--- config.mk ---
export PLATFORM = sky130hd
export DESIGN_NAME = stonyman_line_assembler
export DESIGN_NICKNAME = d
export VERILOG_FILES = /design/src/rtl/stonyman_pkg.sv /design/src/rtl/stonyman_line_buffer.sv /design/src/rtl/stonyman_line_assembler.sv
export SDC_FILE = /design/constraint.sdc
export NUM_CORES = 2
export LEC_CHECK = 0
export ABC_AREA = 1
export CAP_MARGIN = 10
export CELL_PAD_IN_SITES_DETAIL_PLACEMENT = 0
export CELL_PAD_IN_SITES_GLOBAL_PLACEMENT = 1
export CORE_MARGIN = 3
export CORE_UTILIZATION = 47
export CTS_BUF_LIST = sky130_fd_sc_hd__clkbuf_8 sky130_fd_sc_hd__clkbuf_16
export CTS_CLUSTER_DIAMETER = 150
export CTS_CLUSTER_SIZE = 40
export DETAILED_ROUTE_END_ITERATION = 8
export PLACE_DENSITY_LB_ADDON = 0.15
export SKIP_CTS_REPAIR_TIMING = 1
export SYNTH_ARGS = -nofsm -noshare
export SYNTH_HDL_FRONTEND = slang
export SYNTH_HIERARCHICAL = 1
export SYNTH_SLANG_ARGS = --single-unit
--- constraint.sdc ---
create_clock -name clock -period 186 [get_ports clock]
set_clock_uncertainty 0.2 [all_clocks]
set_input_delay 37.2 -clock clock [delete_from_list [all_inputs] [get_ports clock]]
set_output_delay 37.2 -clock clock [all_outputs]
set_load 0.005 [all_outputs]
--- src/rtl/stonyman_pkg.sv ---
// Shared constants, FSM encoding and pixel conditioning for the Stonyman row assembler.
// Optional build macro STONYMAN_PIXEL_INVERT_EN stores pixels inverted.
package stonyman_pkg;

    localparam int MAX_RESOLUTION = 112;
    localparam int PIXEL_WIDTH    = 8;
    localparam int ROW_BITS       = MAX_RESOLUTION * PIXEL_WIDTH;
    localparam int CNT_BITS       = 8;

    localparam logic [CNT_BITS-1:0] LAST_IDX = CNT_BITS'(MAX_RESOLUTION - 1);

    typedef enum logic [1:0] {
        ST_IDLE    = 2'd0,
        ST_FILL    = 2'd1,
        ST_PUBLISH = 2'd2,
        ST_DONE    = 2'd3
    } state_e;

    // Inversion makes a dark pupil look bright to the downstream detector.
    function automatic logic [PIXEL_WIDTH-1:0] condition_pixel(input logic [PIXEL_WIDTH-1:0] raw);
`ifdef STONYMAN_PIXEL_INVERT_EN
        return ~raw;
`else
        return raw;
`endif
    endfunction

endpackage

--- src/rtl/stonyman_line_buffer.sv ---
// Working row register with per-column write and a publish copy onto the output row.
// Publish samples the pre-edge working row, so a same-cycle column-0 write belongs to the next row.
module stonyman_line_buffer
    import stonyman_pkg::*;
(
    input  logic                   clk_i,
    input  logic                   rst_i,
    input  logic                   wr_en_i,
    input  logic [CNT_BITS-1:0]    wr_col_i,
    input  logic [PIXEL_WIDTH-1:0] wr_data_i,
    input  logic                   publish_i,
    output logic [ROW_BITS-1:0]    row_o
);

    logic [ROW_BITS-1:0] work_q, work_d;
    logic [ROW_BITS-1:0] row_q, row_d;

    // Next working row and published row.
    always_comb begin
        work_d = work_q;
        for (int c = 0; c < MAX_RESOLUTION; c++) begin
            if (wr_en_i && (wr_col_i == CNT_BITS'(c))) begin
                work_d[c*PIXEL_WIDTH +: PIXEL_WIDTH] = wr_data_i;
            end else begin
                work_d[c*PIXEL_WIDTH +: PIXEL_WIDTH] = work_q[c*PIXEL_WIDTH +: PIXEL_WIDTH];
            end
        end
        if (publish_i) begin
            row_d = work_q;
        end else begin
            row_d = row_q;
        end
    end

    // Row storage registers.
    always_ff @(posedge clk_i or posedge rst_i) begin
        if (rst_i) begin
            work_q <= '0;
            row_q  <= '0;
        end else begin
            work_q <= work_d;
            row_q  <= row_d;
        end
    end

    assign row_o = row_q;

endmodule

--- src/rtl/stonyman_line_assembler.sv ---
// Assembles the serial Stonyman pixel stream into published rows and tracks frame boundaries.
// Build macro STONYMAN_PIXEL_INVERT_EN (see stonyman_pkg) selects inverted pixel storage.
module stonyman_line_assembler
    import stonyman_pkg::*;
(
    input  logic                   clock,
    input  logic                   reset,
    input  logic                   frame_start,
    input  logic                   pixel_valid,
    input  logic [PIXEL_WIDTH-1:0] pixel_data,
    output logic [ROW_BITS-1:0]    img_buf_newline,
    output logic                   line_valid,
    output logic [7:0]             row_index,
    output logic                   frame_capture_done,
    output logic                   overrun
);

    state_e              state_q, state_d;
    logic [CNT_BITS-1:0] col_q, col_d;
    logic [CNT_BITS-1:0] row_q, row_d;
    logic [7:0]          row_index_q, row_index_d;
    logic                line_valid_q, line_valid_d;
    logic                done_q, done_d;
    logic                overrun_q, overrun_d;

    logic                accept_s;
    logic [CNT_BITS-1:0] accept_col_s;
    logic                wr_en_s;
    logic [CNT_BITS-1:0] wr_col_s;
    logic                publish_s;

    // Next-state, counter and output decode; frame_start overrides every state.
    always_comb begin
        state_d      = state_q;
        col_d        = col_q;
        row_d        = row_q;
        row_index_d  = row_index_q;
        line_valid_d = 1'b0;
        overrun_d    = overrun_q;
        accept_s     = 1'b0;
        accept_col_s = col_q;
        publish_s    = 1'b0;

        if (frame_start) begin
            state_d      = ST_FILL;
            row_d        = '0;
            col_d        = '0;
            accept_s     = pixel_valid;
            accept_col_s = '0;
        end else begin
            case (state_q)
                ST_IDLE, ST_DONE: begin
                    if (pixel_valid) begin
                        overrun_d = 1'b1;
                    end else begin
                        overrun_d = overrun_q;
                    end
                end
                ST_FILL: begin
                    accept_s     = pixel_valid;
                    accept_col_s = col_q;
                end
                ST_PUBLISH: begin
                    publish_s    = 1'b1;
                    line_valid_d = 1'b1;
                    row_index_d  = row_q;
                    if (row_q == LAST_IDX) begin
                        // No next row to receive a pixel arriving here.
                        state_d = ST_DONE;
                        if (pixel_valid) begin
                            overrun_d = 1'b1;
                        end else begin
                            overrun_d = overrun_q;
                        end
                    end else begin
                        state_d      = ST_FILL;
                        row_d        = row_q + 8'd1;
                        col_d        = '0;
                        accept_s     = pixel_valid;
                        accept_col_s = '0;
                    end
                end
                default: begin
                    state_d = ST_IDLE;
                end
            endcase
        end

        if (accept_s) begin
            wr_en_s  = 1'b1;
            wr_col_s = accept_col_s;
            if (accept_col_s == LAST_IDX) begin
                state_d = ST_PUBLISH;
                col_d   = accept_col_s;
            end else begin
                col_d   = accept_col_s + 8'd1;
            end
        end else begin
            wr_en_s  = 1'b0;
            wr_col_s = accept_col_s;
        end

        // Leaving PUBLISH for DONE delays the rise by one cycle so it trails the last line_valid.
        done_d = ((state_d == ST_IDLE) || (state_d == ST_DONE)) && (state_q != ST_PUBLISH);
    end

    // FSM, counters and registered status outputs.
    always_ff @(posedge clock or posedge reset) begin
        if (reset) begin
            state_q      <= ST_IDLE;
            col_q        <= '0;
            row_q        <= '0;
            row_index_q  <= '0;
            line_valid_q <= 1'b0;
            done_q       <= 1'b1;
            overrun_q    <= 1'b0;
        end else begin
            state_q      <= state_d;
            col_q        <= col_d;
            row_q        <= row_d;
            row_index_q  <= row_index_d;
            line_valid_q <= line_valid_d;
            done_q       <= done_d;
            overrun_q    <= overrun_d;
        end
    end

    stonyman_line_buffer u_line_buffer (
        .clk_i     (clock),
        .rst_i     (reset),
        .wr_en_i   (wr_en_s),
        .wr_col_i  (wr_col_s),
        .wr_data_i (condition_pixel(pixel_data)),
        .publish_i (publish_s),
        .row_o     (img_buf_newline)
    );

    assign line_valid         = line_valid_q;
    assign row_index          = row_index_q;
    assign frame_capture_done = done_q;
    assign overrun            = overrun_q;

endmodule

==> out/qor.txt <==
========================================================================================
Average cell area after synthesis                                              11.5 um^2
Maximum fanout count along the critical path                                         171
Worst endpoint data arrival time                                                42730 ps
Global-route total usage across every layer                                        28.2%
# setup viols final                                                                    0
Mapped Cells                                                                        6023
Maximum number of pins on one net before global-route repair                         172
Most used DFF post-synth                                                    sky130_fd_sc_hd__dfrtp_1
Transition time at the pin with the least slew margin                            1210 ps
Summed area of non-filler cells in the final layout                           81600 um^2
Critical-path top delay cell                                                sky130_fd_sc_hd__buf_4
Number of max-slew violations in the final report                                      0
Buffers on Ports                                                                     918
Clock tree root buffer cell                                                 sky130_fd_sc_hd__clkbuf_16
Post-synthesis cell area                                                      69300 um^2
ANT nets after route                                                                   0
Post-synth EDFFs                                                                       0
GRT overflow                                                                           0
Number of warning messages in the yosys log                                            6
Number of rows created at floorplan                                                  140
Area Overhead vs Synth                                                             17.7%
HPWL after DPL                                                                    145 mm
Nets in the synthesized netlist                                                     6040
Htree depth                                                                            2
Clock-pin slew of the registers on the worst-case setup and hold paths            140 ps
Share of Yosys cell area claimed by the top area cell type                         65.7%
Cell with the most instances after synthesis                                sky130_fd_sc_hd__nand2_1
Worst max-slew margin expressed relative to the limit                              19.3%
Final weighted congestion in routability-driven placement                          0.808
CP peak stage delay                                                              1000 ps
Number of flip-flops and latches in the synthesized netlist                         1821
Category of the most critical setup path                                       in -> reg
Startpoint type of the worst setup path                                        input pin
Hold/Removal Path Class                                                       reg -> reg
Sum of buffers and inverters on the critical path                                      5
Critical path required time                                                    186400 ps
Static leakage power                                                           0.0416 uW
Endpoints failing hold                                                                 0
Sequential cell area fraction in the yosys report                                  65.7%
Clock Tree Buf Depth                                                                   3
Clock network latency to the later pin of the worst-skew pair                     720 ps
Unique masters post-synth                                                             30
Peak clock frequency supported by timing                                      0.0236 GHz
Antenna violations before repair                                                       5
Vertical die dimension                                                            390 um
Initial standard-cell utilization of the core                                      47.5%
DRT iter0 DRCs                                                                      4183
Total detailed-routing wirelength                                                 218 mm
Via count normalized by instance count                                              5.42
Share of post-route cells with drive strength above 1                              16.1%
FFs w/ async S/R, synth                                                             100%
Average routed wire per standard cell                                            25.2 um
Number of global-route vias before repair                                          46500
Final Core Density                                                                 55.9%
Sum Neg Setup Slack                                                                 0 ps
Post-synthesis cell type with the largest combined area                     sky130_fd_sc_hd__dfrtp_1
Cts bufs inserted                                                                     51
Crit share post-route                                                              22.8%
Number of search-and-repair iterations in the first detailed-routing pass              7
Most numerous cell types in the synthesized netlist                         2106 x sky130_fd_sc_hd__nand2_1, 1820 x sky130_fd_sc_hd__dfrtp_1, 896 x sky130_fd_sc_hd__mux2_2, 507 x sky130_fd_sc_hd__nand3_1, 182 x sky130_fd_sc_hd__buf_2
Core area                                                                    146000 um^2
Outcome                                                                        completed
# clock sinks                                                                       1821
Top post-synthesis cells by area                                            sky130_fd_sc_hd__dfrtp_1 66%, sky130_fd_sc_hd__mux2_2 15%, sky130_fd_sc_hd__nand2_1 11%
CP most frequent cell                                                       sky130_fd_sc_hd__buf_4
Residual DRC                                                                           0
Die Footprint                                                                152000 um^2
Final critical delay including setup and external delays                        42330 ps
Global-route wire length before repair                                            320 mm
Width of the chip                                                                 390 um
Number of max-capacitance violations reported                                          0
Cells along the critical path                                               clkdlybuf4s50_1, nor2_4, buf_4, buf_12, buf_4, buf_4, mux2_2
Design Power                                                                      589 uW
Setup repair after global routing missed its margin                                false
Placement-stage cell area                                                     80200 um^2
Ratio of total power to cell area                                           7.21 nW/um^2
I/O pins                                                                             919
Total via count after detailed routing                                             47000
Max IR drop VDD                                                               0.00681 mV
Number of nets in the layout                                                        6758
CP endpoint kind                                                                register
Clock tree from TritonCTS                                                            yes
Cell family with the largest share of critical-path delay                   buffers and inverters
========================================================================================
state kept, by name, summed over array words and instances, names as in the netlist:
register / cells
u_line_buffer/work_q: 896
overrun: 1
row_index: 8
line_valid: 1
frame_capture_done: 1
row_q: 8
u_line_buffer/row_o: 896
col_q: 8
state_q: 2
per-stage QoR:
stage | hold WS, ps | std cells | setup slack, ps
2_1_floorplan | 236 | 6023 | 98010
3_3_place_gp | 248 | 8605 | 142940
3_5_place_dp | 253 | 8605 | 142910
4_1_cts | 286 | 8669 | 143710
5_1_grt | 298 | 8670 | 143380
6_report | 283 | 8672 | 143670
layout by cell type (no fill, tap or decap), types with 2 or more instances in the layout:
master / instances
sky130_fd_sc_hd__inv_1: 61
sky130_fd_sc_hd__dfrtp_1: 1820
sky130_fd_sc_hd__inv_4: 2
sky130_fd_sc_hd__nor2_2: 13
sky130_fd_sc_hd__buf_12: 4
sky130_fd_sc_hd__nor2_1: 59
sky130_fd_sc_hd__inv_2: 4
sky130_fd_sc_hd__nor3_1: 2
sky130_fd_sc_hd__xor2_1: 2
sky130_fd_sc_hd__o21ai_0: 177
sky130_fd_sc_hd__buf_4: 75
sky130_fd_sc_hd__clkinv_1: 2
sky130_fd_sc_hd__nand2_1: 2106
sky130_fd_sc_hd__diode_2: 3
sky130_fd_sc_hd__clkbuf_16: 53
sky130_fd_sc_hd__buf_6: 4
sky130_fd_sc_hd__o21ai_1: 2
sky130_fd_sc_hd__nand4_1: 4
sky130_fd_sc_hd__nor2_4: 21
sky130_fd_sc_hd__clkdlybuf4s50_1: 910
sky130_fd_sc_hd__nand2_2: 7
sky130_fd_sc_hd__nand3_2: 5
sky130_fd_sc_hd__mux2_2: 896
sky130_fd_sc_hd__nand3_1: 506
sky130_fd_sc_hd__ha_1: 5
sky130_fd_sc_hd__a21oi_1: 3
worst reg2reg max path, stage by stage (launching register included):
cell and delay [ps]:
sky130_fd_sc_hd__dfrtp_1 420, sky130_fd_sc_hd__inv_1 90, sky130_fd_sc_hd__ha_1 200, sky130_fd_sc_hd__inv_1 130, sky130_fd_sc_hd__nor2_4 920, sky130_fd_sc_hd__buf_4 720
sky130_fd_sc_hd__buf_12 700, sky130_fd_sc_hd__buf_4 1120, sky130_fd_sc_hd__buf_4 1030, sky130_fd_sc_hd__mux2_2 470
layout make-up:
cell class	count	area (um^2)
fillers	12700	64500
flip-flops and latches	1821	45600
multi-input cells	3814	22200
repair buffers	993	9800
well taps	1917	2400
clock buffers	53	1330
inverters	60	238
clock inverters	11	57.6
diodes	3	7.51
path summary, 6_finish.rpt:
path,startpoint,endpoint,slack (ps),cells past startpoint
max,frame_start,u_line_buffer/row_o[352],143670,7
min,u_line_buffer/work_q[358],u_line_buffer/work_q[358],280,2
max reg2reg,state_q[0],u_line_buffer/row_o[352],179900,9
min reg2reg,u_line_buffer/work_q[358],u_line_buffer/work_q[358],280,2
max in group asynchronous,reset,u_line_buffer/work_q[630],144780,6
min in group asynchronous,reset,u_line_buffer/work_q[51],36820,2
logic make-up (layout without fill, tap and decap cells):
group	count (synthesis)	after routing	synth area share, %
DFF	1821	1821	65.7
xor gates and xnor gates	2	2	0.0253
buffers and inverters	388	1117	2.45
AOI/OAI and AO/OA	185	185	1.35
and+or+nand+nor	2726	2726	15.8
muxes	896	896	14.6
adders and majority gates	5	5	0.0902
other	0	3	0
report_power, final:
group / internal, uW / total, uW / switching, uW
registers: 399 / 400 / 1.50
logic: 2.39 / 20.5 / 18.1
clock network: 52.3 / 168 / 116
total: 453 / 589 / 135
per-layer routing:
metal	GRT usage, %	wire length [um]	vias up
met3	4.90	13900	236
met5	0	0	-
met1	39.5	93900	24300
met4	9.19	8300	0
li1	-	-	21000
met2	45.1	102000	1433
No activity file was read; power rests on OpenSTA's default activity.
